### config.mk
export PLATFORM = sky130hd
export DESIGN_NAME = multi_ctrl_fsm
export DESIGN_NICKNAME = d
export VERILOG_FILES = /design/src/rtl/multi_ctrl_fsm.sv
export SDC_FILE = /design/constraint.sdc
export NUM_CORES = 1
export LEC_CHECK = 0
export BUFFER_PORTS_ARGS = -buffer_cell sky130_fd_sc_hd__buf_2
export CAP_MARGIN = 0
export CORE_AREA = 3 3 50 52
export DETAILED_ROUTE_END_ITERATION = 7
export DIE_AREA = 0 0 53 55
export PLACE_DENSITY_LB_ADDON = 0.12
export SYNTH_ARGS = -nofsm -noshare
export SYNTH_HDL_FRONTEND = slang
export SYNTH_SLANG_ARGS = --single-unit
export TNS_END_PERCENT = 20
### constraint.sdc
create_clock -name clk -period 1.4 [get_ports clk]
set_input_delay 0.28 -clock clk [delete_from_list [all_inputs] [get_ports clk]]
set_output_delay 0.28 -clock clk [all_outputs]
set_load 0.02 [all_outputs]
### src/rtl/multi_ctrl_fsm.sv
// Multicycle MIPS control unit with its own state register.
// Decodes the base and extended opcode sets, optionally stalls memory
// states on a ready handshake with a timeout, and traps illegal opcodes.
module multi_ctrl_fsm #(
    parameter int EXT_ISA      = 1,
    parameter int MEM_WAIT_EN  = 0,
    parameter int WAIT_LIMIT   = 15,
    parameter int ILLEGAL_HALT = 1
) (
    input  logic       clk,
    input  logic       rst_n,
    input  logic [5:0] op,
    input  logic       mem_ready,
    output logic       mem_to_reg,
    output logic [1:0] reg_dst,
    output logic       wd_pc,
    output logic       iord,
    output logic       alu_src_a,
    output logic [1:0] alu_src_b,
    output logic       imm_zext,
    output logic [1:0] pc_src,
    output logic [2:0] alu_op,
    output logic       ir_write,
    output logic       mem_read,
    output logic       mem_write,
    output logic       pc_write,
    output logic       branch,
    output logic       branch_ne,
    output logic       reg_write,
    output logic       instr_done,
    output logic       illegal,
    output logic       bus_err,
    output logic [3:0] state
);

    localparam int CW = (WAIT_LIMIT > 0) ? $clog2(WAIT_LIMIT + 1) : 1;
    localparam logic [CW-1:0] LIMIT_C = CW'(WAIT_LIMIT);
    localparam logic [CW-1:0] ONE_C   = CW'(1);
    localparam logic EXT_C      = (EXT_ISA != 0);
    localparam logic WAIT_EN_C  = (MEM_WAIT_EN != 0);
    localparam logic LIMIT_EN_C = (WAIT_LIMIT > 0);
    localparam logic HALT_C     = (ILLEGAL_HALT != 0);

    localparam logic [5:0] OP_RTYPE = 6'b000000;
    localparam logic [5:0] OP_J     = 6'b000010;
    localparam logic [5:0] OP_JAL   = 6'b000011;
    localparam logic [5:0] OP_BEQ   = 6'b000100;
    localparam logic [5:0] OP_BNE   = 6'b000101;
    localparam logic [5:0] OP_ADDI  = 6'b001000;
    localparam logic [5:0] OP_SLTI  = 6'b001010;
    localparam logic [5:0] OP_ANDI  = 6'b001100;
    localparam logic [5:0] OP_ORI   = 6'b001101;
    localparam logic [5:0] OP_LW    = 6'b100011;
    localparam logic [5:0] OP_SW    = 6'b101011;

    typedef enum logic [3:0] {
        S_FETCH  = 4'd0,  S_DECODE = 4'd1,  S_MEMADR = 4'd2,  S_MEMRD  = 4'd3,
        S_MEMWB  = 4'd4,  S_MEMWR  = 4'd5,  S_EXEC   = 4'd6,  S_ALUWB  = 4'd7,
        S_BRANCH = 4'd8,  S_IMMEX  = 4'd9,  S_IMMWB  = 4'd10, S_JUMP   = 4'd11,
        S_JAL    = 4'd12, S_ERR    = 4'd15
    } state_t;

    state_t        state_r;
    state_t        state_nxt_s;
    logic          run_r;
    logic          illegal_r;
    logic          bus_err_r;
    logic [CW-1:0] wait_cnt_r;
    logic [CW-1:0] wait_cnt_nxt_s;
    logic          wait_state_s;
    logic          mem_done_s;
    logic          timeout_s;
    logic          set_illegal_s;
    logic          set_bus_err_s;

    // Dispatch target after DECODE; extended opcodes are illegal without EXT_ISA.
    function automatic state_t decode_next(input logic [5:0] opc);
        state_t s;
        case (opc)
            OP_RTYPE:                  s = S_EXEC;
            OP_LW, OP_SW:              s = S_MEMADR;
            OP_BEQ:                    s = S_BRANCH;
            OP_ADDI:                   s = S_IMMEX;
            OP_J:                      s = S_JUMP;
            OP_BNE:                    s = EXT_C ? S_BRANCH : S_ERR;
            OP_ANDI, OP_ORI, OP_SLTI:  s = EXT_C ? S_IMMEX : S_ERR;
            OP_JAL:                    s = EXT_C ? S_JAL : S_ERR;
            default:                   s = S_ERR;
        endcase
        return s;
    endfunction

    // ALU operation for immediate arithmetic/logic instructions.
    function automatic logic [2:0] imm_alu_op(input logic [5:0] opc);
        logic [2:0] a;
        case (opc)
            OP_ANDI: a = 3'b011;
            OP_ORI:  a = 3'b100;
            OP_SLTI: a = 3'b101;
            default: a = 3'b000;
        endcase
        return a;
    endfunction

    // Memory handshake: completion, timeout detection and wait counter update.
    always_comb begin
        wait_state_s = WAIT_EN_C && run_r &&
                       ((state_r == S_FETCH) || (state_r == S_MEMRD) || (state_r == S_MEMWR));
        mem_done_s   = !WAIT_EN_C || mem_ready;
        timeout_s    = wait_state_s && LIMIT_EN_C && !mem_ready && (wait_cnt_r == LIMIT_C);
        if (wait_state_s && LIMIT_EN_C && !mem_ready && (wait_cnt_r != LIMIT_C)) begin
            wait_cnt_nxt_s = wait_cnt_r + ONE_C;
        end else begin
            wait_cnt_nxt_s = {CW{1'b0}};
        end
    end

    // Next-state and datapath control decode from state and opcode.
    always_comb begin
        mem_to_reg    = 1'b0;
        reg_dst       = 2'b00;
        wd_pc         = 1'b0;
        iord          = 1'b0;
        alu_src_a     = 1'b0;
        alu_src_b     = 2'b00;
        imm_zext      = 1'b0;
        pc_src        = 2'b00;
        alu_op        = 3'b000;
        ir_write      = 1'b0;
        mem_read      = 1'b0;
        mem_write     = 1'b0;
        pc_write      = 1'b0;
        branch        = 1'b0;
        branch_ne     = 1'b0;
        reg_write     = 1'b0;
        instr_done    = 1'b0;
        set_illegal_s = 1'b0;
        set_bus_err_s = 1'b0;
        state_nxt_s   = state_r;
        // run_r holds everything idle until the first edge after reset release.
        if (run_r) begin
            case (state_r)
                S_FETCH: begin
                    mem_read  = 1'b1;
                    alu_src_b = 2'b01;
                    if (mem_done_s) begin
                        ir_write    = 1'b1;
                        pc_write    = 1'b1;
                        state_nxt_s = S_DECODE;
                    end else if (timeout_s) begin
                        set_bus_err_s = 1'b1;
                        state_nxt_s   = S_ERR;
                    end else begin
                        state_nxt_s = S_FETCH;
                    end
                end
                S_DECODE: begin
                    alu_src_b     = 2'b11;
                    state_nxt_s   = decode_next(op);
                    set_illegal_s = (decode_next(op) == S_ERR);
                end
                S_MEMADR: begin
                    alu_src_a   = 1'b1;
                    alu_src_b   = 2'b10;
                    state_nxt_s = (op == OP_LW) ? S_MEMRD : S_MEMWR;
                end
                S_MEMRD: begin
                    iord     = 1'b1;
                    mem_read = 1'b1;
                    if (mem_done_s) begin
                        state_nxt_s = S_MEMWB;
                    end else if (timeout_s) begin
                        set_bus_err_s = 1'b1;
                        state_nxt_s   = S_ERR;
                    end else begin
                        state_nxt_s = S_MEMRD;
                    end
                end
                S_MEMWB: begin
                    mem_to_reg  = 1'b1;
                    reg_write   = 1'b1;
                    instr_done  = 1'b1;
                    state_nxt_s = S_FETCH;
                end
                S_MEMWR: begin
                    iord = 1'b1;
                    if (mem_done_s) begin
                        mem_write   = 1'b1;
                        instr_done  = 1'b1;
                        state_nxt_s = S_FETCH;
                    end else if (timeout_s) begin
                        set_bus_err_s = 1'b1;
                        state_nxt_s   = S_ERR;
                    end else begin
                        state_nxt_s = S_MEMWR;
                    end
                end
                S_EXEC: begin
                    alu_src_a   = 1'b1;
                    alu_op      = 3'b010;
                    state_nxt_s = S_ALUWB;
                end
                S_ALUWB: begin
                    reg_dst     = 2'b01;
                    reg_write   = 1'b1;
                    instr_done  = 1'b1;
                    state_nxt_s = S_FETCH;
                end
                S_BRANCH: begin
                    alu_src_a   = 1'b1;
                    alu_op      = 3'b001;
                    pc_src      = 2'b01;
                    branch      = (op == OP_BEQ);
                    branch_ne   = (op == OP_BNE);
                    instr_done  = 1'b1;
                    state_nxt_s = S_FETCH;
                end
                S_IMMEX: begin
                    alu_src_a   = 1'b1;
                    alu_src_b   = 2'b10;
                    alu_op      = imm_alu_op(op);
                    imm_zext    = (op == OP_ANDI) || (op == OP_ORI);
                    state_nxt_s = S_IMMWB;
                end
                S_IMMWB: begin
                    alu_op      = imm_alu_op(op);
                    imm_zext    = (op == OP_ANDI) || (op == OP_ORI);
                    reg_write   = 1'b1;
                    instr_done  = 1'b1;
                    state_nxt_s = S_FETCH;
                end
                S_JUMP: begin
                    pc_src      = 2'b10;
                    pc_write    = 1'b1;
                    instr_done  = 1'b1;
                    state_nxt_s = S_FETCH;
                end
                S_JAL: begin
                    reg_dst     = 2'b10;
                    wd_pc       = 1'b1;
                    reg_write   = 1'b1;
                    pc_src      = 2'b10;
                    pc_write    = 1'b1;
                    instr_done  = 1'b1;
                    state_nxt_s = S_FETCH;
                end
                S_ERR: begin
                    if (HALT_C) begin
                        state_nxt_s = S_ERR;
                    end else begin
                        instr_done  = 1'b1;
                        state_nxt_s = S_FETCH;
                    end
                end
                default: begin
                    state_nxt_s = S_ERR;
                end
            endcase
        end else begin
            state_nxt_s = S_FETCH;
        end
    end

    // State register, sticky error flags and wait counter.
    always_ff @(posedge clk or negedge rst_n) begin
        if (!rst_n) begin
            state_r    <= S_FETCH;
            run_r      <= 1'b0;
            illegal_r  <= 1'b0;
            bus_err_r  <= 1'b0;
            wait_cnt_r <= {CW{1'b0}};
        end else begin
            state_r    <= state_nxt_s;
            run_r      <= 1'b1;
            illegal_r  <= illegal_r | set_illegal_s;
            bus_err_r  <= bus_err_r | set_bus_err_s;
            wait_cnt_r <= wait_cnt_nxt_s;
        end
    end

    assign illegal = illegal_r;
    assign bus_err = bus_err_r;
    assign state   = state_r;

endmodule
==> results of run 1 <==
power by group:
part | leakage (nW) | internal, W | switching [W]
Combinational | 0.657 | 0.00106 | 0.00106
Clock | 0.0138 | 0.0000966 | 0.0000569
Sequential | 0.0668 | 0.000230 | 0.0000941
Total | 0.738 | 0.00139 | 0.00121
synthesized netlist by cell type (2+ instances only):
cell type / number / share of area [%]
sky130_fd_sc_hd__buf_4: 4 / 3.6
sky130_fd_sc_hd__o21a_1: 3 / 2.7
sky130_fd_sc_hd__nor3_1: 7 / 4.2
sky130_fd_sc_hd__dfrtp_1: 6 / 18
sky130_fd_sc_hd__nor4_1: 2 / 1.5
sky130_fd_sc_hd__and2_1: 2 / 1.5
sky130_fd_sc_hd__nor2_1: 17 / 7.7
sky130_fd_sc_hd__inv_1: 3 / 1.4
sky130_fd_sc_hd__nand2_1: 16 / 7.2
sky130_fd_sc_hd__o22ai_1: 4 / 3.0
sky130_fd_sc_hd__buf_2: 7 / 4.2
sky130_fd_sc_hd__nor2b_1: 2 / 1.5
sky130_fd_sc_hd__nand3_1: 5 / 3.0
sky130_fd_sc_hd__conb_1: 2 / 0.91
sky130_fd_sc_hd__o21ai_0: 3 / 1.8
sky130_fd_sc_hd__nand2b_1: 8 / 6.0
sky130_fd_sc_hd__a211oi_1: 2 / 1.8
cells by family after synthesis:
kind of cell / count (synthesis) / synth area share, %
and+or+nand+nor: 71 / 43.9
AOI/OAI and AO/OA: 24 / 20.7
buffers and inverters: 16 / 11.0
DFF: 6 / 18.1
xor gates and xnor gates: 3 / 4.07
other: 2 / 0.905
adders and majority gates: 1 / 1.36
final timing paths:
path,from,to,cells past startpoint
max,state[0],pc_write,5
min,rst_n,illegal,2
max reg2reg,state[0],state[1],5
min reg2reg,illegal,illegal,1
max in group asynchronous,rst_n,state[0],2
min in group clk,illegal,illegal,1
area by class of cell:
cell class,instances,area [µm²],area share (%)
clock buffers,3,22.5,1.37
inverters,3,13.8,0.837
well taps,28,35.0,2.13
multi-input cells,101,806,49.0
repair buffers,71,613,37.3
flip-flops and latches,6,155,9.43
stage by stage:
| step | TNS, ns | setup WS (ns) | area (µm²) |
|---|---|---|---|
| global route | -7.55 | -0.431 | 1650 |
| CTS | -5.95 | -0.358 | 1560 |
| floorplan | -2.54 | -0.238 | 971 |
| global placement | -1.58 | -0.138 | 1350 |
| finish | -6.04 | -0.350 | 1650 |
| detailed placement | -2.10 | -0.185 | 1350 |
flip-flops by register name, summed over array words and instances, names as in the netlist:
name / flops
illegal: 1
state: 4
run_r: 1
worst max-delay path: stages, from the launching register on:
cell and delay [ns]:
sky130_fd_sc_hd__dfrtp_2 0.48, sky130_fd_sc_hd__buf_12 0.16, sky130_fd_sc_hd__or2_4 0.25, sky130_fd_sc_hd__o22ai_2 0.08, sky130_fd_sc_hd__and2_1 0.15, sky130_fd_sc_hd__buf_6 0.12
repair_timing:
item	CTS	global route
setup endpoints to repair	23	26
hold buffers	1	0
resized for setup	49	20
pin swaps	8	5
endpoints found under the hold margin	6	0
buffers inserted	2	1
per-layer routing:
metal  vias up  part of all wire (%)
met2        44                    53
met1       541                    41
met5         -                     0
met3         6                   4.8
met4         0                   1.7
li1        553                     -
==> impl_summary.log, run 1 <==
INFO  metric finalHoldViolCount = 0
INFO  metric min_period = 1.75 ns
INFO  metric via_count = 1144
INFO  metric number_of_enable_flip_flop_cells_after_synthesis = 0
INFO  metric effective_utilization_at_floorplan = 38.6%
INFO  metric post-route-drc-count = 0
INFO  metric timing.hold.worst.class = primary input to async pin
INFO  metric power_per_cell_area = 1580 nW/µm²
INFO  metric start_kind = register
INFO  metric dieHeight = 55 µm
INFO  metric grt_util_met1 = 28.5%
INFO  metric maximum_clock_skew_at_final_layout = 0.00309 ns
INFO  metric fin_total_pwr = 0.00260 W
INFO  metric grt_max_degree = 15
INFO  metric worst_skew_pair.late_latency = 0.24 ns
INFO  metric gr-usage-all-layers = 21.4%
INFO  metric worstSetupEndpointType = output pin
INFO  metric timing.max_cap.violations = 0
INFO  metric area_delta_synth_final = 98.3%
INFO  metric cts-root-to-sink-buffers = 2
INFO  metric grt.met3_usage = 1.07%
INFO  metric drt-total-wl = 3.07 mm
INFO  metric synth-main-ff-cell = sky130_fd_sc_hd__dfrtp_1
INFO  metric grt_antenna_before_repair = 0
INFO  metric worst_ep_arrival_time = 1.47 ns
INFO  metric gp_routability_congestion = 0.877
INFO  metric syn-cell-area = 830 µm²
INFO  metric most_utilized_layer_in_the_global_route_result = met2
INFO  metric utilization = 76.6%
INFO  metric tritoncts = done
INFO  metric hpwlAfterDp = 2.19 mm
INFO  metric final_cell_count_no_fill = 212
INFO  metric antenna_diode_count = 0
INFO  metric synth.distinct_cells = 47
INFO  metric clk_root_buffer_cell = sky130_fd_sc_hd__clkbuf_4
INFO  metric rsz0062_at_grt = yes
INFO  metric setup_violations = 22
INFO  metric synth_sequential_area_ratio = 18.1%
INFO  metric maxClockFrequency = 571 MHz
INFO  metric setup_slack = -0.350 ns
INFO  metric core.rowCount = 17
INFO  metric clkSlewWorstSetupHoldPaths = 0.04 ns
INFO  metric syn_avg_cell_area = 6.74 µm²
INFO  metric grt-ovfl-total = 0
INFO  metric detailedRoute.firstPassIterationCount = 4
INFO  metric postRouteAntennaNets = 0
INFO  metric via_count_normalized_by_instance_count = 5.40
INFO  metric cts-buffers-inserted = 3
INFO  metric met2_usage_grt = 36.2%
INFO  metric die_w = 53 µm
INFO  metric grt_pass1_wl = 4.58 mm
INFO  metric floorplan.core_area = 2150 µm²
INFO  metric timing.reg2reg.setup_slack = 0.01 ns
INFO  metric drive_above_1_share = 62.5%
INFO  metric final_cell_mix = sky130_fd_sc_hd__buf_4, sky130_fd_sc_hd__buf_6, sky130_fd_sc_hd__buf_2
INFO  metric ys_async_sr_fraction = 100%
INFO  metric path_max_fanout = 6
INFO  metric cts.sink_count = 6
INFO  metric numPlacedInstances = 205
INFO  metric ir_worst_vdd = 1540 µV
INFO  metric hold-worst-slack = 0.385 ns
INFO  metric final-max-slew-violation-count = 0
INFO  metric grt_pass1_vias = 997
INFO  metric cts.htree.levels = 1
INFO  metric dr.first_iter.drc_count = 38
INFO  metric post_drt_wl_per_cell = 14.5 µm
INFO  metric port_buffer_count = 34
INFO  metric final_nets = 195
INFO  metric most_common_cell_after_layout_fill_and_taps_aside = sky130_fd_sc_hd__buf_4
INFO  metric worstSetupPathType = register to output pin
INFO  metric worst_ep_required_time = 1.12 ns
INFO  metric syn_inst = 123
INFO  metric outcome = complete, but fails checks
INFO  metric yosys_register_bits = 6
INFO  metric static_leak = 0.738 nW
INFO  metric failed_checks = setup timing
INFO  metric synth.yosys.warnings = 0
INFO  metric design.die.area = 2920 µm²
INFO  metric synth_nets = 132
INFO  metric layout.filler_cells = 156
INFO  metric boundaryPins = 37
INFO  metric fin_crit_sh = 125%
Power figures use the tool's default switching activity.
==> inputs of run 2 (changes only) <==
--- a/config.mk
+++ b/config.mk
@@ -7,9 +7,9 @@
 export LEC_CHECK = 0
 export BUFFER_PORTS_ARGS = -buffer_cell sky130_fd_sc_hd__buf_2
 export CAP_MARGIN = 0
-export CORE_AREA = 3 3 50 52
+export CORE_AREA = 3 3 47 49
 export DETAILED_ROUTE_END_ITERATION = 7
-export DIE_AREA = 0 0 53 55
+export DIE_AREA = 0 0 50 52
 export PLACE_DENSITY_LB_ADDON = 0.12
 export SYNTH_ARGS = -nofsm -noshare
 export SYNTH_HDL_FRONTEND = slang
==> run 2 against run 1 <==
Effect of this change:
- the flow still finishes with violations (setup timing)
- core utilization is 6.7 points higher
- worst hold slack better by 0.0086 ns
- flip-flop and latch count stayed put
- sequential share of layout area is 0.36 points higher
- largest cell class unchanged
- register-to-register slack worse by 0.10 ns
- critical path type unchanged
- die area is 11% lower
- via count is 3.0% higher
- final cell count is 1.9% higher
- non-clock buffer count is 4 higher
- clock power is 18% higher
- clock skew is 0.0042 ns higher
==> impl_summary.log, run 2 (synthesis results as in run 1) <==
INFO  metric clkSlewWorstSetupHoldPaths = 0.05 ns (was 0.04 ns)
INFO  metric grt-ovfl-total = 0 (unchanged)
INFO  metric regArea = 155 µm² (unchanged)
INFO  metric die_w = 50 µm (was 53 µm)
INFO  metric core.rowCount = 16 (was 17)
INFO  metric worst_skew_pair.late_latency = 0.25 ns (was 0.24 ns)
INFO  metric via_count_normalized_by_instance_count = 5.45 (was 5.40)
INFO  metric timing.reg2reg.setup_slack = -0.09 ns (was 0.01 ns)
INFO  metric most_common_cell_after_layout_fill_and_taps_aside = sky130_fd_sc_hd__buf_4 (unchanged)
INFO  metric floorplan.core_area = 1900 µm² (was 2150 µm²)
INFO  metric area_delta_synth_final = 91.0% (was 98.3%)
INFO  metric cts-root-to-sink-buffers = 2 (unchanged)
INFO  metric cts-buffers-inserted = 3 (unchanged)
INFO  metric final_cell_mix = sky130_fd_sc_hd__buf_4, sky130_fd_sc_hd__buf_6, sky130_fd_sc_hd__nand2_1, sky130_fd_sc_hd__buf_2, sky130_fd_sc_hd__nor2_1 (was sky130_fd_sc_hd__buf_4, sky130_fd_sc_hd__buf_6, sky130_fd_sc_hd__buf_2)
INFO  metric timing.hold.worst.class = primary input to async pin (unchanged)
INFO  metric worstSetupPathType = register to output pin (unchanged)
INFO  metric critical_path.reg2reg.endpoint = state[2] (was state[1])
INFO  metric multiInputGateArea = 761 µm² (was 806 µm²)
INFO  metric maxClockFrequency = 554 MHz (was 571 MHz)
INFO  metric finalHoldViolCount = 0 (unchanged)
INFO  metric failed_checks = setup timing (unchanged)
INFO  metric final_area = 1580 µm² (was 1650 µm²)
INFO  metric rsz0062_at_grt = yes (unchanged)
INFO  metric grt_pass1_vias = 1086 (was 997)
INFO  metric dieHeight = 52 µm (was 55 µm)
INFO  metric grt_antenna_before_repair = 0 (unchanged)
INFO  metric power_per_cell_area = 1550 nW/µm² (was 1580 nW/µm²)
INFO  metric antenna_diode_count = 0 (unchanged)
INFO  metric pre_cts_slack = -0.191 ns (was -0.185 ns)
INFO  metric final_nets = 199 (was 195)
INFO  metric timing.max_cap.violations = 0 (unchanged)
INFO  metric path_max_fanout = 7 (was 6)
INFO  metric critical_path.reg2reg.startpoint = state[0] (unchanged)
INFO  metric cts.sink_count = 6 (unchanged)
INFO  metric detailedRoute.firstPassIterationCount = 4 (unchanged)
INFO  metric gr-usage-all-layers = 24.6% (was 21.4%)
INFO  metric cts.htree.levels = 1 (unchanged)
INFO  metric grt_pass1_wl = 4.96 mm (was 4.58 mm)
INFO  metric outcome = complete, but fails checks (unchanged)
INFO  metric post_drt_wl_per_cell = 14.6 µm (was 14.5 µm)
INFO  metric layout.filler_cells = 112 (was 156)
INFO  metric port_buffer_count = 34 (unchanged)
INFO  metric drive_above_1_share = 59.8% (was 62.5%)
INFO  metric largest_register_ffs = 4 (unchanged)
INFO  metric tritoncts = done (unchanged)
INFO  metric postPlaceCellArea = 1360 µm² (was 1350 µm²)
INFO  metric boundaryPins = 37 (unchanged)
INFO  metric ir_worst_vdd = 1080 µV (was 1540 µV)
INFO  metric post-route-drc-count = 0 (unchanged)
INFO  metric dr.first_iter.drc_count = 23 (was 38)
INFO  metric clk_root_buffer_cell = sky130_fd_sc_hd__clkbuf_4 (unchanged)
INFO  metric maximum_clock_skew_at_final_layout = 0.00727 ns (was 0.00309 ns)
INFO  metric final-max-slew-violation-count = 0 (unchanged)
INFO  metric worstSetupEndpointType = output pin (unchanged)
INFO  metric worst_ep_arrival_time = 1.53 ns (was 1.47 ns)
INFO  metric fin_total_pwr = 0.00246 W (was 0.00260 W)
INFO  metric hpwlAfterDp = 2.20 mm (was 2.19 mm)
INFO  metric setup_slack = -0.405 ns (was -0.350 ns)
INFO  metric postRouteAntennaNets = 0 (unchanged)
INFO  metric design.die.area = 2600 µm² (was 2920 µm²)
INFO  metric start_kind = register (unchanged)
INFO  metric worst_ep_required_time = 1.12 ns (about the same)
INFO  metric static_leak = 0.728 nW (was 0.738 nW)
INFO  metric setup_violations = 24 (was 22)
INFO  metric via_count = 1178 (was 1144)
INFO  metric grt_max_degree = 15 (unchanged)
INFO  metric gp_routability_congestion = 0.893 (was 0.877)
INFO  metric drt-total-wl = 3.15 mm (was 3.07 mm)
INFO  metric fin_crit_sh = 129% (was 125%)
INFO  metric effective_utilization_at_floorplan = 43.6% (was 38.6%)
INFO  metric min_period = 1.81 ns (was 1.75 ns)
INFO  metric rr_worst_depth = 7 (was 5)
-- run 2: what timing repair did --
action / CTS / global route
endpoints found under the setup margin: 25 / 28
pin swaps: 8 / 4
gates resized for setup: 40 / 10
setup buffers: 3 / 1
endpoints found under the hold margin: 6 / 0
hold buffers: 1 / 0
-- run 2: critical path, stage by stage (launching register included) --
cell and delay [ns]:
sky130_fd_sc_hd__dfrtp_2 0.45, sky130_fd_sc_hd__buf_4 0.18, sky130_fd_sc_hd__or2_4 0.25, sky130_fd_sc_hd__o22ai_1 0.11, sky130_fd_sc_hd__and2_1 0.15, sky130_fd_sc_hd__buf_4 0.13
-- run 2: area by class of cell --
cell class	count	area share (%)
multi-input combinational	101	48.0
timing repair buffer	75	37.7
sequential	6	9.79
tap	27	2.13
clock buffer	4	1.66
inverter	3	0.711
-- run 2: metal layers --
metal / vias up / global-route usage [%] / wire length [µm]
met5: - / 0 / 0
met4: 0 / 7.83 / 70
met3: 8 / 6.02 / 153
met2: 51 / 47.4 / 1730
met1: 557 / 25.7 / 1200
li1: 562 / - / -
-- run 2: worst max path at each step --
stage | from | endpoint | slack [ns] | cells after the start
3_3_place_gp | state[1] | alu_op[1] | -0.15 | 6
4_1_cts | state[0] | alu_op[1] | -0.37 | 6
2_1_floorplan | state[3] | ir_write | -0.24 | 4
3_5_place_dp | state[1] | alu_op[1] | -0.19 | 6
5_1_grt | state[1] | pc_src[1] | -0.46 | 6
6_report | state[0] | pc_write | -0.41 | 5
-- run 2: per-stage QoR --
stage          cells  hold slack (ns)  utilization (%)  TNS, ns
6_report         216            0.394             83.3    -6.62
5_1_grt          216            0.400             83.3    -8.00
4_1_cts          215            0.387             81.4    -6.19
3_5_place_dp     207            0.116             71.3    -1.76
3_3_place_gp     207            0.102             71.3    -1.37
2_1_floorplan    123          -0.0156                -    -2.54
-- run 2: power breakdown --
group / switching, W / internal, W / total, W
combinational: 0.00102 / 0.000965 / 0.00199
clock: 0.0000722 / 0.000109 / 0.000181
sequential: 0.0000663 / 0.000230 / 0.000296
